<file path="config.mk">
export PLATFORM = sky130hd
export DESIGN_NAME = serial_subtractor_32bit
export DESIGN_NICKNAME = d
export VERILOG_FILES = /design/src/rtl/sub_pkg.sv /design/src/rtl/slice_subtractor.sv /design/src/rtl/serial_subtractor_32bit.sv
export SDC_FILE = /design/constraint.sdc
export NUM_CORES = 1
export LEC_CHECK = 0
export ABC_AREA = 1
export BUFFER_PORTS_ARGS = -buffer_cell sky130_fd_sc_hd__buf_2
export CORE_ASPECT_RATIO = 1.2
export CORE_MARGIN = 5
export CORE_UTILIZATION = 45
export DETAILED_ROUTE_END_ITERATION = 6
export GPL_TIMING_DRIVEN = 0
export MAX_ROUTING_LAYER = met4
export PLACE_DENSITY = 0.68
export RECOVER_POWER = 100
export SETUP_SLACK_MARGIN = 0.2
export SLEW_MARGIN = 15
export SYNTH_ARGS = -nofsm -noshare
export SYNTH_HDL_FRONTEND = slang
export SYNTH_SLANG_ARGS = --single-unit
</file>
<file path="constraint.sdc">
create_clock -name clk -period 3.5 [get_ports clk]
set_clock_uncertainty 0.2 [all_clocks]
set_input_delay 0.35 -clock clk [delete_from_list [all_inputs] [get_ports clk]]
set_output_delay 0.35 -clock clk [all_outputs]
set_load 0.02 [all_outputs]
</file>
<file path="src/rtl/sub_pkg.sv">
// rtl/sub_pkg.sv - shared state encoding and sizing helpers for the serial subtractor
package sub_pkg;

  localparam int DEF_WIDTH   = 32;
  localparam int DEF_SLICE_W = 8;

  typedef enum logic [1:0] {
    IDLE = 2'd0,
    RUN  = 2'd1,
    FIN  = 2'd2
  } sub_state_t;

  // A one-slice configuration still needs a 1-bit index register
  function automatic int idx_w(input int num_slices);
    return (num_slices > 1) ? $clog2(num_slices) : 1;
  endfunction

endpackage

</file>
<file path="src/rtl/slice_subtractor.sv">
// rtl/slice_subtractor.sv - combinational W-bit a - b - borrow_in slice
module slice_subtractor #(
  parameter int W = 8
) (
  input  logic [W-1:0] a,
  input  logic [W-1:0] b,
  input  logic         borrow_in,
  output logic [W-1:0] diff,
  output logic         borrow_out
);

  logic [W:0] sum;

  // a + ~b + ~borrow_in: carry out of the top bit means no borrow was needed
  always_comb begin
    sum = {1'b0, a} + {1'b0, ~b} + {{W{1'b0}}, ~borrow_in};
  end

  assign diff       = sum[W-1:0];
  assign borrow_out = ~sum[W];

endmodule

</file>
<file path="src/rtl/serial_subtractor_32bit.sv">
// rtl/serial_subtractor_32bit.sv - multi-cycle a - b - bin, one slice per clock, LSB first
// Optional signed-overflow output ovf when SUB_OVF_EN is defined.
module serial_subtractor_32bit
  import sub_pkg::*;
#(
  parameter int WIDTH   = DEF_WIDTH,
  parameter int SLICE_W = DEF_SLICE_W
) (
  input  logic             clk,
  input  logic             rst,
  input  logic             start,
  input  logic [WIDTH-1:0] a,
  input  logic [WIDTH-1:0] b,
  input  logic             bin,
  output logic             busy,
  output logic             done,
  output logic [WIDTH-1:0] d,
  output logic             bout
`ifdef SUB_OVF_EN
  ,
  output logic             ovf
`endif
);

  localparam int NUM_SLICES = WIDTH / SLICE_W;
  localparam int IW         = idx_w(NUM_SLICES);

  generate
    if ((WIDTH % SLICE_W) != 0) begin : g_bad_slice
      $error("SLICE_W must divide WIDTH exactly");
    end
  endgenerate

  sub_state_t       state;
  logic [WIDTH-1:0] a_s;
  logic [WIDTH-1:0] b_s;
  logic             borrow;
  logic [IW-1:0]    idx;

  logic [SLICE_W-1:0] sl_a;
  logic [SLICE_W-1:0] sl_b;
  logic [SLICE_W-1:0] sl_diff;
  logic               sl_borrow;

  assign sl_a = a_s[idx*SLICE_W +: SLICE_W];
  assign sl_b = b_s[idx*SLICE_W +: SLICE_W];

  slice_subtractor #(
    .W (SLICE_W)
  ) u_slice (
    .a          (sl_a),
    .b          (sl_b),
    .borrow_in  (borrow),
    .diff       (sl_diff),
    .borrow_out (sl_borrow)
  );

  always_ff @(posedge clk) begin
    if (rst) begin
      state  <= IDLE;
      a_s    <= '0;
      b_s    <= '0;
      borrow <= 1'b0;
      idx    <= '0;
      busy   <= 1'b0;
      done   <= 1'b0;
      d      <= '0;
      bout   <= 1'b0;
`ifdef SUB_OVF_EN
      ovf    <= 1'b0;
`endif
    end else begin
      done <= 1'b0;
      case (state)
        IDLE: begin
          // The done cycle itself does not accept a new request
          if (start && !done) begin
            a_s    <= a;
            b_s    <= b;
            borrow <= bin;
            idx    <= '0;
            d      <= '0;
            busy   <= 1'b1;
            state  <= RUN;
          end
        end
        RUN: begin
          d[idx*SLICE_W +: SLICE_W] <= sl_diff;
          borrow                    <= sl_borrow;
          if (idx == IW'(NUM_SLICES - 1)) begin
            busy  <= 1'b0;
            state <= FIN;
          end else begin
            idx <= idx + 1'b1;
          end
        end
        FIN: begin
          done  <= 1'b1;
          bout  <= borrow;
`ifdef SUB_OVF_EN
          ovf   <= (a_s[WIDTH-1] != b_s[WIDTH-1]) && (d[WIDTH-1] != a_s[WIDTH-1]);
`endif
          state <= IDLE;
        end
        default: state <= IDLE;
      endcase
    end
  end

endmodule
</file>
==> results of run 1 <==
==> layout by cell type (no fill, tap or decap), drive strengths merged <==
cell    instances
bufinv          1
a211oi          1
buf            82
nand2         231
nor3            2
nand3          16
clkinv          3
a21oi         109
inv            26
nor2           38
a32o            8
fa              2
xnor2           1
a22oi           2
dfxtp         104
nor4            1
o21ai          20
clkbuf         73
nand4           7
o21bai          1
o22ai           8
xor2            2
ha             11
==> repair_timing <==
item / in CTS / in global routing
setup buffers: 0 / 2
cloned: 0 / 0
setup endpoints to repair: 2 / 11
resized for setup: 1 / 24
pin swaps: 0 / 3
==> path summary, 6_finish.rpt <==
| kind | end | startpoint | slack, ns | cells past startpoint |
|---|---|---|---|---|
| setup reg to reg | d[12] | idx[1] | 0.37 | 13 |
| setup / recovery | d[12] | idx[1] | 0.37 | 13 |
| hold reg to reg | bout | bout | 0.26 | 2 |
| hold / removal | b_s[13] | b[13] | 0.05 | 3 |
==> routing by layer <==
metal / track usage, % / part of all wire [%] / vias to the layer above
met3: 3.95 / 6.0 / 26
met1: 25.9 / 43 / 2063
met4: 10.7 / 3.4 / 0
met5: - / 0 / -
li1: - / - / 2302
met2: 35.0 / 48 / 148
==> cells by family (layout without fill, tap and decap cells) <==
kind of cell               Yosys count  after routing
xor gates and xnor gates             3              3
AOI/OAI and AO/OA                  149            149
DFF                                104            104
and+or+nand+nor                    295            295
adders and majority gates           13             13
buffers and inverters               66            185
==> critical path, stage by stage (launching register included) <==
cell	delay [ns]
sky130_fd_sc_hd__dfxtp_1	0.38
sky130_fd_sc_hd__clkbuf_4	0.23
sky130_fd_sc_hd__inv_2	0.08
sky130_fd_sc_hd__clkbuf_1	0.22
sky130_fd_sc_hd__a32o_1	0.36
sky130_fd_sc_hd__fa_1	0.42
sky130_fd_sc_hd__inv_1	0.09
sky130_fd_sc_hd__fa_2	0.21
sky130_fd_sc_hd__nand2_1	0.05
sky130_fd_sc_hd__nand2_1	0.10
sky130_fd_sc_hd__nand2_1	0.10
sky130_fd_sc_hd__xnor2_2	0.30
sky130_fd_sc_hd__nand4_1	0.16
sky130_fd_sc_hd__a21oi_2	0.14
==> state kept, by name, indices dropped and copies added, names as in the netlist <==
| name | count |
|---|---|
| busy | 1 |
| bout | 1 |
| done | 1 |
| b_s | 32 |
| d | 32 |
| borrow | 1 |
| state | 2 |
| a_s | 32 |
| idx | 2 |
==> power groups by stage <==
stage,Clock [mW],Sequential (mW),Combinational [mW]
2_1_floorplan,0,1.31,0.448
3_3_place_gp,0,1.31,0.640
3_5_place_dp,0,1.31,0.653
4_1_cts,1.04,1.28,0.657
5_1_grt,1.09,1.29,0.726
6_report,1.01,1.28,0.654
==> area by class of cell <==
cell class,count,area (um2)
Tap cell,129,161
Inverter,27,103
Clock buffer,13,260
Sequential cell,104,2080
Timing Repair Buffer,103,477
Multi-Input combinational cell,460,2290
Buffer,39,190
Fill cell,1085,4810
Clock inverter,3,40.0
==> stage by stage <==
step / hold slack [ns] / setup WS, ns / instance area [um2] / utilization [%]
4_1_cts: 0.0323 / 0.219 / 5700 / 54.7
3_5_place_dp: 0.252 / 0.0943 / 5400 / 51.8
2_1_floorplan: 0.240 / 0.769 / 4730 / -
3_3_place_gp: 0.248 / 0.216 / 5400 / 51.8
5_1_grt: 0.0453 / 0.119 / 5600 / 53.8
6_report: 0.0453 / 0.370 / 5600 / 53.8
==> impl.org, run 1 <==
** Run status
- Result of the run :: complete, no violations

** Placement
- HPWL after DPL :: 10.2 mm
- Number of input and output port buffers inserted :: 101
- Placed cell count :: 860
- The congestion estimate from routability-driven global placement came to 0.930.

** Timing
- Final period utilization :: 89.4%
- Worst rel slew slack :: 25.0%
- Setup repair after global routing missed its margin :: no
- Adding up every negative setup slack in the final design gives 0 ns.
- Setup violations remaining at the end of the flow were counted as 0.
- The final number of hold-violating endpoints came to 0.
- Based on the critical path, the design can be clocked at up to 0.319 GHz.
- The count of pins over their slew limit is 0.
- For the pin with the worst max-slew slack, the measured transition is 1.11 ns.
- The routed design could run at a clock period as short as 3.13 ns.

** Power and ir drop
- In this run switching power makes up 30.1% of total power.
- Max rail drop VDD :: 0.238 mV
- Logic pwr share :: 22.1%
- Clock power frac :: 34.4%
- Leakage power summed over all cells :: 2.31 nW
- In this run the power density over the cells is 527 mW/mm2.
- For this design the total switching power over the nets is 0.890 mW.
- Per report_power, the sequential group accounts for 43.5% of the total.
- Overall Power :: 2.95 mW
- Cell internal power was estimated by the tool at 2.06 mW.

** Die
- In this run the count of I/O pins placed on the die edge is 103.
- The die is 122 um tall.
- For this configuration, the core starts out at a cell density of 45.4%.
- Die extent in x :: 104 um
- Area of the core region :: 0.0104 mm2
- Cell row count :: 41
- Die area :: 0.0127 mm2

** Final layout
- Compared with the post-synthesis result, the final layout area differs by 18.3%.
- # nets final :: 825
- The repair_antennas step left the layout with diodes totalling 0.
- In the final layout, the share of cells above drive strength 1 is 16.8%.
- For this run, the number of standard cells in the final layout without fillers is 878.

** Logic synthesis
- The top cell type by area accounts for 44.0% of the synthesized area.
- By count the netlist is led by sky130_fd_sc_hd__nand2_1 (227), sky130_fd_sc_hd__dfxtp_1 (104), sky130_fd_sc_hd__a21oi_1 (99), sky130_fd_sc_hd__nor2_1 (31), sky130_fd_sc_hd__inv_1 (22).
- Synthesis instantiated 37 different standard cells from the library.
- By area the synthesized netlist is led by sky130_fd_sc_hd__dfxtp_1 (44%), sky130_fd_sc_hd__nand2_1 (18%), sky130_fd_sc_hd__a21oi_1 (10%).
- After Yosys synthesis, XOR and XNOR cells account for 0.714% of the synthesized area.
- Combinational family with the most area after synthesis :: simple AND/OR/NAND/NOR gates
- Yosys instantiated no cell more often than sky130_fd_sc_hd__nand2_1.
- Of the total synthesized cell area, the portion taken by AND, OR, NAND and NOR gates is 26.5%.
- Synth Area per Inst :: 7.51 um2
- Share of flip-flops with an asynchronous set or reset after synthesis :: 0%
- Counting every instance in the synthesized netlist gives 630.
- The synthesized design spends more area on one cell type than any other, namely sky130_fd_sc_hd__dfxtp_1.
- Multiplexer cells account for 0% of the synthesized area.
- Summing the areas of all compound-gate instances in the mapped netlist gives 18.0% of the synthesized area.
- The synthesized design contains 104 register bits.
- Syn. warnings :: 0
- Sequential cells were found to cover 44.0% of the synthesized design area.
- Number of flops mapped to enable cells by yosys :: 0
- Post-synthesis cell area :: 0.00473 mm2
- Number of nets in the synthesized netlist :: 711
- Of the total synthesized cell area, the portion taken by full adders, half adders and majority gates is 3.75%.
- Main flop type after synthesis :: sky130_fd_sc_hd__dfxtp_1

** GRT
- Number of global-route vias before repair :: 4372
- Largest net degree at the start of global routing :: 16
- Global Route Usage Sum :: 21.6%
- For this run the aggregate overflow at the end of global routing stands at 0.
- The first global-routing pass estimated 21.4 mm of wire.
- The initial antenna violation count is 0.

** Clock tree
- Clock tree synthesis inserted a total of 9 buffers.
- Number of buffers between clock root and the deepest sink :: 2
- Buffers inserted to repair hold after CTS numbered 0.
- TritonCTS clock tree :: built
- Worst-path clk slew :: 0.07 ns
- Root buffer cell :: sky130_fd_sc_hd__clkbuf_16
- The later pin in the worst-skew pair is clocked with a latency of 0.35 ns.
- The H-tree was split into 3 levels.
- Clock sink count :: 104

** Worst hold path
- In this run the worst hold path is classified as in -> reg.

** Flow run
- Across the run, the number of max-cap violations was 0.

** Drt
- Vias per std cell :: 5.17
- Across all layers, the routed design uses 4539 vias.
- Dividing the detail-routed wire length by the instance count gives 15.2 um.
- Before antenna repair, the detailed router went through 5 iterations.
- Number of nets still failing antenna checks after routing :: 0
- Drt total wl :: 13.3 mm
- Number of violations reported at the end of detailed-routing iteration 0 :: 298
- In the routed design, unresolved DRC markers number 0.

** Critical path
- Along the worst path, the maximum fanout reaches 10.
- Critical path class :: reg -> reg
- STA classifies the critical path endpoint as a flip-flop.
- Startpoint type of the worst setup path :: flip-flop
- Data required time of the worst path :: 3.58 ns
- Arrival time worst endpoint :: 3.21 ns
(Power assumes the default switching activity.)
==> run 2, diff against run 1 <==
--- a/config.mk
+++ b/config.mk
@@ -15,7 +15,7 @@
 export MAX_ROUTING_LAYER = met4
 export PLACE_DENSITY = 0.68
 export RECOVER_POWER = 100
-export SETUP_SLACK_MARGIN = 0.2
+export SETUP_SLACK_MARGIN = 0.15
 export SLEW_MARGIN = 15
 export SYNTH_ARGS = -nofsm -noshare
 export SYNTH_HDL_FRONTEND = slang
==> constraint.sdc (replaced) <==
create_clock -name clk -period 3.5 [get_ports clk]
set_clock_uncertainty 0.2 [all_clocks]
set_input_delay 0.175 -clock clk [delete_from_list [all_inputs] [get_ports clk]]
set_output_delay 0.175 -clock clk [all_outputs]
set_load 0.02 [all_outputs]
==> impl.org, run 2 (synthesized netlist as in run 1, its figures left out) <==
** Timing
- The post-route fraction of the period consumed by the critical path was 87.8% (-1.6 points).
- Time the worst path needs with I/O delays and setup :: 3.07 ns (-0.0558 ns)
- The worst setup slack after layout is 0.426 ns (+0.0558 ns).
- The highest clock frequency the design can meet came to 0.325 GHz (+1.8%).
- Setup repair after global routing missed its margin :: no
- Slew of the pin with the lowest slew margin :: 1.16 ns (+0.0460 ns)
- The headroom to the max-slew limit is 21.9% (-3.1 points).
- The count of pins over their slew limit was 0 (unchanged).
- The total negative slack is 0 ns (unchanged).
- The final number of hold-violating endpoints is 0 (unchanged).
- The total setup violations reported at the end of the flow was 0 (unchanged).

** Placement
- DP Area :: 0.00540 mm2 (unchanged)
- The count of input and output buffers was 101 (unchanged).
- The setup slack at placement is 0.0943 ns (unchanged).
- HPWL after DPL :: 10.2 mm (unchanged)
- The final weighted congestion in routability-driven placement was 0.930 (unchanged).

** Critical path
- The worst setup path is captured at a flip-flop.
- End point of the critical path :: d[30]
- The worst setup path is launched from a flip-flop.
- The reg2reg setup slack was 0.43 ns (+0.06 ns).
- The number of buffers and inverters on the critical path came to 5 (+1).
- The worst register-to-register path ends at d[30].
- The startpoint identified for the worst register-to-register timing path is idx[0].
- The worst path required time was 3.57 ns (about the same).
- The highest cell delay on the worst timing path was 0.35 ns (-0.07 ns).
- CP Max Fanout :: 11 (+1)
- Arrival time worst endpoint :: 3.15 ns (-0.06 ns)
- Launching element of the worst setup path :: idx[0]
- Among cell families on the critical path, the largest total delay comes from simple AND/OR/NAND/NOR gates.
- Critical path class :: reg -> reg
- The count of cell instances traversed by the critical path came to 18 (+5).
- CP cell instances :: clkbuf_4, inv_1, buf_6, clkbuf_2, nor2_1, o22ai_1, fa_1, inv_1, fa_2, nand2_1, nand2_1, nand3_2, nand2_1, nand2_2, nand3_1, nor2_2, nand2_1, a21oi_1
- Worst reg-to-reg path cell count :: 18 (+5)
- By instance count, the cell type seen most on the critical path is sky130_fd_sc_hd__nand2_1.
- The slowest stage of the critical path is the sky130_fd_sc_hd__fa_2 cell.

** Power and ir drop
- Leakage power summed over all cells :: 2.57 nW (+11%)
- The power density over the cells came to 484 mW/mm2 (-8.2%).
- The worst IR drop on VDD came to 0.238 mV (about the same).

** Clock tree
- Root buffer cell :: sky130_fd_sc_hd__clkbuf_16
- TritonCTS clock tree :: built
- The maximum count of clock buffers along a single path was 2 (unchanged).
- The deepest level of the CTS H-tree was 3 (unchanged).
- The clock network latency to the later pin of the worst-skew pair is 0.35 ns (about the same).
- The number of buffers inserted during clock tree synthesis is 9 (unchanged).
- Clock sink count :: 104 (unchanged)
- Worst-path clk slew :: 0.07 ns (about the same)

** GRT
- Largest net degree at the start of global routing :: 16 (unchanged)
- The initial antenna violation count came to 0 (unchanged).
- The wire length of the first global-routing pass was 23.1 mm (+7.8%).
- Global Route Usage Sum :: 23.3% (+1.7 points)
- Remaining global-route overflow :: 0 (unchanged)
- The number of global-route vias before repair was 4753 (+8.7%).

** Drt
- Total DRC errors in the routed layout :: 0 (unchanged)
- The average wire length per cell after detail routing was 15.3 um (+0.83%).
- Vias per std cell :: 5.17 (+0.10%)
- Number of nets still failing antenna checks after routing :: 0 (unchanged)
- Number of violations reported at the end of detailed-routing iteration 0 :: 322 (+8.1%)
- The final routed wirelength across all metal layers was 14.4 mm (+8.3%).
- DR pass1 iterations :: 7 (+2)
- Vias :: 4880 (+7.5%)

** Worst hold path
- Worst hold path depth :: 5 (+2)
- The min-delay analysis places its worst path in the category in -> reg.

** Final layout
- Final-layout fill cell count :: 993 (-8.5%)
- The largest registers in the layout are a_s x32, b_s x32, d x32.
- Most frequent cells in the layout :: sky130_fd_sc_hd__nand2_1 (228), sky130_fd_sc_hd__a21oi_1 (104), sky130_fd_sc_hd__dfxtp_1 (104)
- Most common library cell in the layout ignoring fill and taps :: sky130_fd_sc_hd__nand2_1
- The net count reported at finish came to 889 (+7.8%).
- The fraction of layout instances using a drive strength above 1 came to 15.3% (-1.6 points).
- The post-route standard cell area excluding fillers was 0.00623 mm2 (+11%).
- Syn-to-layout area delta :: 31.7%

** Die
- Die extent in x :: 104 um (unchanged)
- Cell row count :: 41 (unchanged)
- The die extent in y was 122 um (unchanged).
- The initial core utilization was 45.4% (unchanged).
- The count of pins on the block boundary is 103 (unchanged).
- Area of the core region :: 0.0104 mm2 (unchanged)
- Die area :: 0.0127 mm2 (unchanged)

** Flow run
- Number of max-cap violations :: 0 (unchanged)

** Run status
- Result of the run :: complete, no violations
run 2: cell types whose count changed in the layout (fill, tap and decap cells not counted):
cell	change
sky130_fd_sc_hd__diode_2	+1
sky130_fd_sc_hd__a21oi_1	+1
sky130_fd_sc_hd__inv_1	+1
sky130_fd_sc_hd__nand2_4	-1
sky130_fd_sc_hd__a21oi_2	-1
sky130_fd_sc_hd__nand2_1	+1
sky130_fd_sc_hd__clkbuf_1	-1
sky130_fd_sc_hd__clkbuf_2	+1
sky130_fd_sc_hd__dlygate4sd3_1	+64
sky130_fd_sc_hd__inv_2	-1
run 2: per-layer routing:
| layer | vias up | wire, um | global-route usage (%) |
|---|---|---|---|
| met5 | - | 0 | - |
| met4 | 0 | 543 | 12.3 |
| met3 | 36 | 804 | 4.10 |
| met2 | 178 | 7130 | 39.4 |
| met1 | 2238 | 5970 | 26.4 |
| li1 | 2428 | - | - |
run 2: worst reg2reg max path, stage by stage, from the launching register on:
cell,delay [ns]
sky130_fd_sc_hd__dfxtp_1,0.33
sky130_fd_sc_hd__clkbuf_4,0.18
sky130_fd_sc_hd__inv_1,0.10
sky130_fd_sc_hd__buf_6,0.13
sky130_fd_sc_hd__clkbuf_2,0.26
sky130_fd_sc_hd__nor2_1,0.07
sky130_fd_sc_hd__o22ai_1,0.22
sky130_fd_sc_hd__fa_1,0.21
sky130_fd_sc_hd__inv_1,0.06
sky130_fd_sc_hd__fa_2,0.35
sky130_fd_sc_hd__nand2_1,0.07
sky130_fd_sc_hd__nand2_1,0.08
sky130_fd_sc_hd__nand3_2,0.09
sky130_fd_sc_hd__nand2_1,0.07
sky130_fd_sc_hd__nand2_2,0.10
sky130_fd_sc_hd__nand3_1,0.10
sky130_fd_sc_hd__nor2_2,0.19
sky130_fd_sc_hd__nand2_1,0.07
sky130_fd_sc_hd__a21oi_1,0.13
run 2: how the worst min path moves through the flow:
stage | from | end | slack [ns]
2_1_floorplan | a[14] | a_s[14] | 0.12
3_3_place_gp | b[25] | b_s[25] | 0.22
3_5_place_dp | b[13] | b_s[13] | 0.23
4_1_cts | bin | borrow | 0.03
5_1_grt | bin | borrow | 0.09
6_report | bin | borrow | 0.04
run 2: stage by stage:
stage	std cells	hold slack, ns	total power [mW]	util [%]
6_report	943	0.0359	3.02	59.8
5_1_grt	942	0.0870	3.16	59.8
4_1_cts	940	0.0288	3.03	60.9
3_5_place_dp	860	0.225	1.96	51.8
3_3_place_gp	860	0.224	1.95	51.8
2_1_floorplan	630	0.118	1.76	-
run 2: cell type report:
cell class              count  area [um2]  share of cell area, %
multi-input cells         460        2270                   36.5
plain buffers              39         191                   3.07
repair buffers            167        1120                   17.9
clock buffers              13         260                   4.18
well taps                 129         161                   2.59
diodes                      1        2.50                 0.0402
clock inverters             3        40.0                  0.642
inverters                  27         103                   1.65
flip-flops and latches    104        2080                   33.4
run 2: repair_timing:
action                                 in CTS  in global routing
setup endpoints to repair                   2                  8
cloned                                      0                  0
hold buffers                               64                  0
pin swaps                                   0                  1
resized for setup                           1                 22
endpoints found under the hold margin      64                  0
buffers inserted                            0                  2
run 2: power by group:
part | switching, mW | total [mW] | internal (mW) | leakage [nW]
Combinational | 0.440 | 0.712 | 0.272 | 1.57
Sequential | 0.0391 | 1.28 | 1.24 | 0.849
Clock | 0.428 | 1.02 | 0.592 | 0.150
Total | 0.907 | 3.02 | 2.11 | 2.57
==> run 3, diff against run 2 <==
--- a/config.mk
+++ b/config.mk
@@ -9,11 +9,11 @@
 export BUFFER_PORTS_ARGS = -buffer_cell sky130_fd_sc_hd__buf_2
 export CORE_ASPECT_RATIO = 1.2
 export CORE_MARGIN = 5
-export CORE_UTILIZATION = 45
+export CORE_UTILIZATION = 54
 export DETAILED_ROUTE_END_ITERATION = 6
 export GPL_TIMING_DRIVEN = 0
 export MAX_ROUTING_LAYER = met4
-export PLACE_DENSITY = 0.68
+export PLACE_DENSITY = 0.79
 export RECOVER_POWER = 100
 export SETUP_SLACK_MARGIN = 0.15
 export SLEW_MARGIN = 15
==> impl.org, run 3 (synthesized netlist as in run 1, its figures left out) <==
** Run status
- The run finished with clean final reports.

** Die
- The number of rows created at floorplan was 37 (-9.8%).
- Die area :: 0.0107 mm2 (-15%)
- Die extent in x :: 95.5 um (-7.9%)
- Area of the core region :: 0.00856 mm2 (-18%)
- Die extent in y :: 113 um (-8.0%)
- The count of pins on the block boundary came to 103 (unchanged).
- The initial core utilization is 55.3% (+9.8 points).

** Drt
- The number of nets still failing antenna checks after routing came to 0 (unchanged).
- Total met3 wirelength after detailed routing :: 1.03 mm (+27%)
- The highest metal layer carrying signal wires in the routed design is met4.
- The vias per cell was 5.39 (+4.1%).
- The count of vias placed by the detailed router is 5012 (+2.7%).
- The number of DRC markers after the initial detailed-route iteration is 320 (-0.62%).
- Drt total wl :: 14.8 mm (+2.5%)
- DR pass1 iterations :: 5 (-2)
- The total DRC errors in the routed layout is 0 (unchanged).
- The average wire length per cell after detail routing is 15.9 um (+3.9%).
- Met1 routed wirelength after detailed routing :: 5.57 mm (-6.6%)
- The met2 layer wire length in the routed design was 7.27 mm (+1.9%).

** Timing
- The clock period minus worst slack came to 3.24 ns (+0.164 ns).
- Final period utilization :: 92.5% (+4.7 points)
- The total setup violations reported at the end of the flow is 0 (unchanged).
- Number of slew-limit violations in the final report :: 0 (unchanged)
- The final number of hold-violating endpoints came to 0 (unchanged).
- The headroom to the max-slew limit came to 51.4% (+29 points).
- Total negative slack :: 0 ns (unchanged)
- Slew of the pin with the lowest slew margin :: 0.724 ns (-0.436 ns)
- Maximum clock frequency :: 0.309 GHz (-5.1%)
- Setup repair after global routing could not meet its margin everywhere.

** Critical path
- Tracing the worst setup path back leads to its startpoint at idx[1].
- The worst register-to-register path begins at idx[1].
- Endpoint kind of the worst setup timing path :: flip-flop
- End point of the critical path :: d[20]
- Startpoint type of the worst setup path :: flip-flop
- The endpoint identified for the worst register-to-register timing path is d[20].
- The maximum fanout count along the critical path is 10 (-1).
- The worst path required time is 3.60 ns (+0.03 ns).
- The critical path data arrival time is 3.34 ns (+0.19 ns).
- Worst reg-to-reg path cell count :: 13 (-5)
- By startpoint and endpoint, the worst setup path is classified as reg -> reg.
- The reg2reg setup slack came to 0.26 ns (-0.16 ns).

** Clock tree
- Clock sink count :: 104 (unchanged)
- TritonCTS built the clock tree.
- H-tree lvl count :: 3 (unchanged)
- The clock-pin slew of the registers on the worst-case setup and hold paths is 0.10 ns (+0.03 ns).
- The tree is rooted in a sky130_fd_sc_hd__clkbuf_8.
- The maximum count of clock buffers along a single path came to 2 (unchanged).
- Post-CTS setup buffers :: 0 (unchanged)
- Num CTS Buffers :: 9 (unchanged)
- The clock network latency to the later pin of the worst-skew pair came to 0.38 ns (+0.03 ns).

** Final layout
- Relative to the synthesized area, the layout overhead comes to 29.0%.
- Final core utilization :: 71.3% (+11 points)
- Final Instance Area :: 0.00610 mm2 (-2.1%)
- The fraction of layout instances using a drive strength above 1 came to 14.3% (-0.95 points).
- # nets final :: 887 (-0.22%)
- Most common library cell in the layout ignoring fill and taps :: sky130_fd_sc_hd__nand2_1
- In the final layout, the registers with the most flip-flops are a_s x32, b_s x32, d x32.
- Most frequent cells in the layout :: sky130_fd_sc_hd__nand2_1 (229), sky130_fd_sc_hd__a21oi_1 (104), sky130_fd_sc_hd__dfxtp_1 (104)

** Power and ir drop
- The worst IR drop on VDD is 0.233 mV (-2.0%).
- The power density over the cells is 456 mW/mm2 (-5.8%).
- Leakage power summed over all cells :: 2.53 nW (-1.7%)

** Flow run
- The number of max-cap violations is 0 (unchanged).

** Placement
- Number of input and output port buffers inserted :: 101 (unchanged)
- Weighted congestion reported at the end of routability-driven placement :: 0.935 (+0.55%)
- HPWL after DPL :: 9.90 mm (-3.0%)
- The area of placed instances is 0.00538 mm2 (-0.28%).

** Worst hold path
- The tightest min-delay check is of the in -> reg type.

** GRT
- Wire length of the first global-routing pass :: 23.5 mm (+1.9%)
- The initial antenna violation count is 2 (+2).
- The total track usage came to 28.9% (+5.6 points).
- The total congestion overflow was 0 (unchanged).
- The number of global-route vias before repair came to 5181 (+9.0%).
- Largest net degree at the start of global routing :: 16 (unchanged)
[run 3: cell count changes in the layout (fill, tap and decap cells not counted), moves of 2 or more]
cell                        previous run  this run
sky130_fd_sc_hd__clkbuf_8              2        13
sky130_fd_sc_hd__nor2_1               32        34
sky130_fd_sc_hd__nand3_1              14        16
sky130_fd_sc_hd__buf_2                72        74
sky130_fd_sc_hd__nand2_2               2         0
sky130_fd_sc_hd__nor2_2                3         1
sky130_fd_sc_hd__clkbuf_4              3         0
sky130_fd_sc_hd__clkbuf_16             9         0
sky130_fd_sc_hd__buf_4                 3         1
sky130_fd_sc_hd__nand3_2               2         0
[run 3: power by group]
group	switching, mW	internal, mW	total [mW]	leakage, nW
registers	0.0394	1.24	1.28	0.849
clock network	0.400	0.409	0.809	0.113
logic	0.431	0.258	0.690	1.56
[run 3: what timing repair did]
action | 4_1_cts | 5_1_grt
endpoints found under the setup margin | 0 | 10
hold endpoints to repair | 64 | 0
hold buffers | 64 | 0
gates resized for setup | 0 | 14
[run 3: worst max-delay path: stages (launching register included)]
cell and delay (ns):
sky130_fd_sc_hd__dfxtp_1 0.37, sky130_fd_sc_hd__buf_2 0.25, sky130_fd_sc_hd__inv_2 0.10, sky130_fd_sc_hd__clkbuf_1 0.23
sky130_fd_sc_hd__a32o_1 0.35, sky130_fd_sc_hd__fa_1 0.42, sky130_fd_sc_hd__inv_1 0.09, sky130_fd_sc_hd__fa_1 0.20
sky130_fd_sc_hd__nand2_1 0.07, sky130_fd_sc_hd__nand2_1 0.08, sky130_fd_sc_hd__nand2_1 0.07, sky130_fd_sc_hd__xnor2_1 0.41
sky130_fd_sc_hd__nand3_1 0.15, sky130_fd_sc_hd__a21oi_1 0.16
[run 3: area by class of cell]
type                    instances  area [um2]
clock buffers                  14         183
multi-input cells             460        2260
clock inverters                 2        35.0
plain buffers                  39         189
inverters                      27         103
diodes                          2        5.00
well taps                     117         146
repair buffers                165        1100
fillers                       712        2460
flip-flops and latches        104        2080
[run 3: how the worst min path moves through the flow]
| stage | from | endpoint | slack [ns] | depth (start not counted) |
|---|---|---|---|---|
| 5_1_grt | bin | borrow | 0.06 | 5 |
| 2_1_floorplan | a[14] | a_s[14] | 0.12 | 2 |
| 3_5_place_dp | b[23] | b_s[23] | 0.23 | 3 |
| 6_report | bin | borrow | 0.03 | 5 |
| 4_1_cts | bin | borrow | 0.02 | 5 |
| 3_3_place_gp | b[23] | b_s[23] | 0.22 | 3 |
[run 3: per-stage QoR]
stage	worst slack [ns]	power, mW	std cells	hold slack [ns]
5_1_grt	0.0838	2.90	930	0.0596
2_1_floorplan	0.769	1.76	630	0.118
4_1_cts	0.193	2.79	928	0.0158
3_3_place_gp	0.236	1.93	848	0.223
6_report	0.262	2.78	930	0.0345
3_5_place_dp	0.207	1.95	848	0.229
[run 3: per-layer routing]
metal | GRT usage (%) | vias to the layer above
met5 | - | -
met4 | 19.0 | 0
met3 | 3.75 | 79
met2 | 49.0 | 247
met1 | 30.9 | 2275
li1 | - | 2411
